===== config.mk =====
export PLATFORM = sky130hd
export DESIGN_NAME = adc_capture_multi
export DESIGN_NICKNAME = d
export VERILOG_FILES = /design/src/rtl/adc_capture_pkg.sv /design/src/rtl/adc_sample_fifo.sv /design/src/rtl/adc_capture_multi.sv
export SDC_FILE = /design/constraint.sdc
export NUM_CORES = 1
export LEC_CHECK = 0
export ABC_AREA = 0
export ABC_CLOCK_PERIOD_IN_PS = 3850
export BUFFER_PORTS_ARGS = -buffer_cell sky130_fd_sc_hd__buf_2
export CORE_ASPECT_RATIO = 1.75
export CORE_MARGIN = 8
export CORE_UTILIZATION = 35
export CTS_BUF_LIST = sky130_fd_sc_hd__clkbuf_8
export CTS_CLUSTER_DIAMETER = 80
export DETAILED_ROUTE_END_ITERATION = 8
export SLEW_MARGIN = 20
export SYNTH_ARGS = -nofsm -noshare
export SYNTH_HDL_FRONTEND = slang
export SYNTH_SLANG_ARGS = --single-unit

===== constraint.sdc =====
create_clock -name clk_60m -period 3.85 [get_ports clk_60m]
set_clock_uncertainty 0.2 [all_clocks]
set_input_delay 0.385 -clock clk_60m [delete_from_list [all_inputs] [get_ports clk_60m]]
set_output_delay 0.385 -clock clk_60m [all_outputs]
set_load 0.005 [all_outputs]

===== src/rtl/adc_capture_pkg.sv =====
// Shared types and default constants for the multi-channel ADC capture block.
package adc_capture_pkg;

  typedef enum logic {
    ST_IDLE = 1'b0,
    ST_RUN  = 1'b1
  } cap_state_e;

  localparam int DEF_NUM_CH     = 2;
  localparam int DEF_DATA_W     = 12;
  localparam int DEF_FIFO_DEPTH = 16;
  localparam int DEF_CNT_W      = 16;
  localparam int MIN_DIV        = 2;

endpackage


===== src/rtl/adc_sample_fifo.sv =====
// First-word-fall-through sample buffer; rdata reads as zero while empty.
module adc_sample_fifo #(
  parameter int WIDTH = 26,
  parameter int DEPTH = 16
) (
  input  logic             clk_60m,
  input  logic             rst_n,
  input  logic             push,
  input  logic [WIDTH-1:0] wdata,
  input  logic             pop,
  output logic [WIDTH-1:0] rdata,
  output logic             full,
  output logic             empty
);

  localparam int AW = $clog2(DEPTH);

  logic [WIDTH-1:0] mem [DEPTH];
  logic [AW:0]      wr_ptr;
  logic [AW:0]      rd_ptr;
  logic             do_push;
  logic             do_pop;

  assign empty   = (wr_ptr == rd_ptr);
  assign full    = (wr_ptr[AW] != rd_ptr[AW]) && (wr_ptr[AW-1:0] == rd_ptr[AW-1:0]);
  assign do_pop  = pop && !empty;
  // A pop on the same edge frees the slot, so a push at full still lands.
  assign do_push = push && (!full || do_pop);
  assign rdata   = empty ? '0 : mem[rd_ptr[AW-1:0]];

  always_ff @(posedge clk_60m or negedge rst_n) begin
    if (!rst_n) begin
      wr_ptr <= '0;
      rd_ptr <= '0;
    end else begin
      if (do_push) wr_ptr <= wr_ptr + 1'b1;
      if (do_pop)  rd_ptr <= rd_ptr + 1'b1;
    end
  end

  always_ff @(posedge clk_60m) begin
    if (do_push) mem[wr_ptr[AW-1:0]] <= wdata;
  end

endmodule


===== src/rtl/adc_capture_multi.sv =====
// Multi-channel ADC capture: divided adc_clk, per-period sample capture and FWFT output buffer.
//   state   | meaning
//   ST_IDLE | divider parked at 0, adc_clk low, waiting for start
//   ST_RUN  | divider running, one capture per adc_clk period until stop or burst end
module adc_capture_multi
  import adc_capture_pkg::*;
#(
  parameter int NUM_CH     = DEF_NUM_CH,
  parameter int DATA_W     = DEF_DATA_W,
  parameter int FIFO_DEPTH = DEF_FIFO_DEPTH,
  parameter int CNT_W      = DEF_CNT_W
) (
  input  logic                           clk_60m,
  input  logic                           rst_n,
  input  logic                           start,
  input  logic                           stop,
  input  logic [CNT_W-1:0]               div_n,
  input  logic [CNT_W-1:0]               burst_len,
  input  logic                           test_mode,
  input  logic [NUM_CH*DATA_W-1:0]       adc_data,
  input  logic [NUM_CH-1:0]              adc_otr,
  output logic                           adc_clk,
  output logic [NUM_CH*(DATA_W+1)-1:0]   m_data,
  output logic                           m_valid,
  input  logic                           m_ready,
  output logic                           busy,
  output logic                           done,
  output logic                           overflow
);

  localparam int WORD_W = NUM_CH * (DATA_W + 1);

  cap_state_e        state_q, state_nxt;
  logic [CNT_W-1:0]  cnt_q, cnt_nxt;
  logic [CNT_W-1:0]  d_q, blen_q, burst_cnt_q, half;
  logic              tmode_q;
  logic [DATA_W-1:0] test_cnt_q;
  logic [WORD_W-1:0] samp_q, cap_word;
  logic              wr_pend_q;
  logic              start_acc, cap_now, wr_now, burst_end;
  logic              fifo_full, fifo_empty;

  assign half      = d_q >> 1;
  assign start_acc = (state_q == ST_IDLE) && start && !stop;
  assign cap_now   = (state_q == ST_RUN) && !stop && (cnt_q == half - 1'b1);
  // Stop on the write edge drops the pending sample.
  assign wr_now    = (state_q == ST_RUN) && wr_pend_q && !stop;
  assign burst_end = wr_now && (blen_q != '0) && (burst_cnt_q == blen_q - 1'b1);

  always_ff @(posedge clk_60m or negedge rst_n) begin
    if (!rst_n) state_q <= ST_IDLE;
    else        state_q <= state_nxt;
  end

  always_comb begin
    state_nxt = state_q;
    unique case (state_q)
      ST_IDLE: if (start && !stop)       state_nxt = ST_RUN;
      ST_RUN:  if (stop || burst_end)    state_nxt = ST_IDLE;
      default:                           state_nxt = ST_IDLE;
    endcase
  end

  always_comb begin
    busy = (state_q == ST_RUN);
  end

  always_comb begin
    cnt_nxt = '0;
    if (state_q == ST_RUN && state_nxt == ST_RUN)
      cnt_nxt = (cnt_q == d_q - 1'b1) ? '0 : cnt_q + 1'b1;
  end

  always_comb begin
    cap_word = '0;
    for (int k = 0; k < NUM_CH; k++) begin
      if (tmode_q)
        cap_word[k*(DATA_W+1) +: (DATA_W+1)] = {1'b0, test_cnt_q + DATA_W'(k)};
      else
        cap_word[k*(DATA_W+1) +: (DATA_W+1)] = {adc_otr[k], adc_data[k*DATA_W +: DATA_W]};
    end
  end

  always_ff @(posedge clk_60m or negedge rst_n) begin
    if (!rst_n) begin
      cnt_q       <= '0;
      adc_clk     <= 1'b0;
      d_q         <= CNT_W'(MIN_DIV);
      blen_q      <= '0;
      tmode_q     <= 1'b0;
      test_cnt_q  <= '0;
      samp_q      <= '0;
      wr_pend_q   <= 1'b0;
      burst_cnt_q <= '0;
      done        <= 1'b0;
      overflow    <= 1'b0;
    end else begin
      cnt_q   <= cnt_nxt;
      // On start cnt_nxt is 0 and half >= 1, so the stale divisor is harmless here.
      adc_clk <= (state_nxt == ST_RUN) && (cnt_nxt >= half);
      done    <= burst_end;
      if (start_acc) begin
        d_q         <= (div_n < CNT_W'(MIN_DIV)) ? CNT_W'(MIN_DIV) : div_n;
        blen_q      <= burst_len;
        tmode_q     <= test_mode;
        test_cnt_q  <= '0;
        burst_cnt_q <= '0;
        overflow    <= 1'b0;
      end else begin
        if (cap_now) begin
          samp_q     <= cap_word;
          test_cnt_q <= test_cnt_q + 1'b1;
        end
        if (wr_now) begin
          burst_cnt_q <= burst_cnt_q + 1'b1;
          if (fifo_full && !m_ready) overflow <= 1'b1;
        end
      end
      if (state_nxt != ST_RUN) wr_pend_q <= 1'b0;
      else if (cap_now)        wr_pend_q <= 1'b1;
      else if (wr_now)         wr_pend_q <= 1'b0;
    end
  end

  adc_sample_fifo #(
    .WIDTH (WORD_W),
    .DEPTH (FIFO_DEPTH)
  ) u_fifo (
    .clk_60m (clk_60m),
    .rst_n   (rst_n),
    .push    (wr_now),
    .wdata   (samp_q),
    .pop     (m_valid && m_ready),
    .rdata   (m_data),
    .full    (fifo_full),
    .empty   (fifo_empty)
  );

  assign m_valid = !fifo_empty;

endmodule


==> reports/metrics.cfg <==
[clock_tree]
clkLatencyLatePin_ps=670
clockBufferDepth=3
tritoncts=done
clk_pin_slew_ps=70
cts_root_buf=clkbuf_8
numCtsBuffers=81
cts_sinks=534
ctsHtreeMaxLevel=3

[worst_setup_path]
crit_path_max_incr_delay_ps=540
r2r_cells=18
crit_path_end_kind=flip-flop
cp_num_buf_inv=3
worstSetupStartpoint=d_q[1]
worstPathMaxFanout=7
critPathRequiredTime_ps=4220
worst_r2r_endpoint=adc_clk
timing.reg2reg.setup_slack_ps=-240
worst_path_max_delay_cell=dfstp_2
crit_type=flip-flop to flip-flop
start_kind=flip-flop
crit_chain=inv_2 > ha_1 > nor3b_4 > buf_4 > and4_1 > mux2i_1 > o2111a_1 > and4_4 > buf_4 > or4_4 > ha_4 > nand2b_1 > a21oi_1 > o21a_1 > o21ai_1 > o2111ai_1 > a221o_1 > a21oi_1
r2r_start=d_q[1]
critPathArrivalTime_ps=4470
crit_family=compound AO/OA/AOI/OAI gates

[power_and_ir_drop]
leakage_nw=11.3
power_density_nw_per_um2=502
power_mw=14.4
worst_ir_drop_vdd_uv=284

[die]
start_util_pct=35.2
core-area_um2=67200
fp.dieH_um=360
dieArea_um2=76500
die_x_um=213
fp-row-count=126
num_io_pins=95

[synth]
synthMuxAreaShare_pct=12.7
syn_nets=1633
ys_warn_count=0
yosys.area_share.simple_pct=8.50
synth_flop_cell=edfxtp_1
synth_area_leaders=edfxtp_1 (53%), dfrtp_1 (12%), mux4_2 (9.9%), xnor2_1 (2.2%), mux2i_1 (2.1%)
synth_top_family_by_area=multiplexers
yosysUniqueCellTypes=77
synth_compound_area_share_pct=5.78
synth_fa_ha_area_share_pct=1.43
syn-cell-area_um2=23700
avgSynthCellArea_um2=15.3
synth_edf_count=416
synth_xor_area_share_pct=3.81
yosysTopAreaCell=edfxtp_1
seq_area_frac_synth_pct=65.3
netlist_instances=1542
synth-seq-cells=534
synthArstFlopShare_pct=22.1
synth_top_area_share_pct=52.8

[timing]
worst_pin_slew_ps=1010
timing_hold_violations_final=0
drv_slew=0
finalSetupViolations=1
fin_ws_ps=-244
post-route-min-period_ps=4090
finalCritPeriodShare_pct=106
slew_headroom_pct=33.0
clock.fmax_ghz=0.244
rsz0062_at_grt=true

[finish]
multiInputGateArea_um2=8020
seqCellArea_um2=15500
fillerInstances=6101
drive_gt1_share_pct=29.7
final_cells=2784
area_growth_pct=21.3
finish.utilization_pct=42.7
num-nets-final=1915

[placed_design]
place_hpwl_um=40700
place_congestion=0.880
io_buffers=94
dpl_worst_slack_ps=-490
place_inst=2569

[global_route]
grt_max_degree=107
antenna_found_initial=2
grt_first_pass_wirelength_um=94600
grt-ovfl-total=0
grt_pass1_vias=15700
grt.total_usage_pct=16.3

[worst_hold_path]
hp-start=adc_data[18]
worstHoldPathCells=4
min_to=samp_q[19]
min-delay-path-class=input port to flip-flop

[run_status]
violations=setup timing
status=complete, but fails checks

[routing]
wirelength_um=62300
dr.pass1.iters=5
via_count=14500
wire_per_inst_um=22.4
drtIter0Drc=818
ant_nets=0
drc=0
viasPerCell=5.20

[run]
cap_violations=0

final cells by class:
cell class / instances / share of cell area, %
Antenna cell: 1 / 0.00872
Clock buffer: 84 / 4.03
Clock inverter: 62 / 1.63
Inverter: 31 / 0.406
Multi-Input combinational cell: 869 / 28.0
Sequential cell: 534 / 53.9
Tap cell: 896 / 3.91
Timing Repair Buffer: 307 / 8.16
layer usage:
layer  GRT usage, %  vias to the layer above  part of all wire, %
met5              0                        -                0.014
met4           7.92                        2                  4.1
met1           18.2                     7432                   38
li1               -                     6537                    -
met2           30.0                      390                   54
met3           2.24                      123                  4.4
state kept, by name (all words and copies together), names as in the netlist:
name           flops
cnt_q             16
blen_q            16
tmode_q            1
adc_clk            1
u_fifo.wr_ptr      5
test_cnt_q        12
wr_pend_q          1
u_fifo.mem       416
busy               1
samp_q            26
burst_cnt_q       16
d_q               16
done               1
overflow           1
u_fifo.rd_ptr      5
timing repair:
action                     CTS  global route
setup endpoints to repair   13             1
hold endpoints to repair   159             0
hold buffers                63             0
setup buffers                3             3
pin swaps                    9             4
gates resized for setup     15            17
Yosys cell counts, types with 5 or more instances:
| cell | count |
|---|---|
| edfxtp_1 | 416 |
| dfrtp_1 | 117 |
| mux4_2 | 104 |
| nand2_1 | 102 |
| clkbuf_1 | 76 |
| nor2_1 | 63 |
| a211oi_1 | 62 |
| xnor2_1 | 60 |
| o21ai_0 | 55 |
| mux2i_1 | 50 |
| xor2_1 | 43 |
| nor2b_1 | 34 |
| inv_1 | 31 |
| ha_1 | 27 |
| nor4_1 | 26 |
| nand3_1 | 24 |
| nor3_1 | 20 |
| a21oi_1 | 17 |
| buf_1 | 17 |
| nand4_1 | 17 |
| nand2b_1 | 16 |
| and3_1 | 15 |
| mux2_2 | 11 |
| buf_2 | 9 |
| or3_1 | 8 |
| a311oi_1 | 7 |
| a31oi_1 | 7 |
| or4_1 | 7 |
| and4_1 | 6 |
| a31o_2 | 5 |
| nor3b_1 | 5 |
| o21ai_1 | 5 |
| o22ai_1 | 5 |
worst max path at each step:
stage	to	depth (start not counted)
finish	adc_clk	18
global route	adc_clk	18
detailed placement	adc_clk	17
global placement	adc_clk	17
floorplan	adc_clk	18
CTS	adc_clk	16
worst reg2reg max path: stages, from the launching register on:
cell	delay [ps]
dfstp_2	540
inv_2	60
ha_1	190
nor3b_4	170
buf_4	150
and4_1	160
mux2i_1	120
o2111a_1	230
and4_4	230
buf_4	150
or4_4	490
ha_4	270
nand2b_1	90
a21oi_1	70
o21a_1	180
o21ai_1	140
o2111ai_1	120
a221o_1	320
a21oi_1	120
power breakdown:
group,internal [mW],switching [mW]
Clock,2.46,2.26
Sequential,6.26,0.143
Combinational,1.42,1.83
Total,10.2,4.24
per-stage QoR:
stage          setup TNS, ps  area [µm²]  hold WS (ps)
6_report                -244       28700           101
5_1_grt                 -447       28700          92.9
4_1_cts                 -260       28600          21.4
3_5_place_dp            -490       26200           283
3_3_place_gp            -376       26200           279
2_1_floorplan          -28.3       23800          -111
logic make-up after synthesis:
group                    after synthesis
buffers and inverters                139
flip-flops                           534
multiplexers                         168
adder cells (fa/ha/maj)               27
AO/OA/AOI/OAI                        196
XOR/XNOR                             103
AND/OR/NAND/NOR                      375
placed cells by master, fill, tap and decap left out, drive strengths merged, types with 21 or more instances in the layout:
cell / n
nor4: 30
ha: 27
xnor2: 60
nand3: 24
a211oi: 63
mux2i: 50
xor2: 43
edfxtp: 416
dlygate4sd3: 63
clkinv: 35
nor2: 64
inv: 48
nand2: 102
mux4: 104
nor2b: 34
buf: 244
nor3: 21
clkbuf: 84
dfrtp: 117
o21ai: 60
Note: power is estimated with default switching activity, not from simulation.
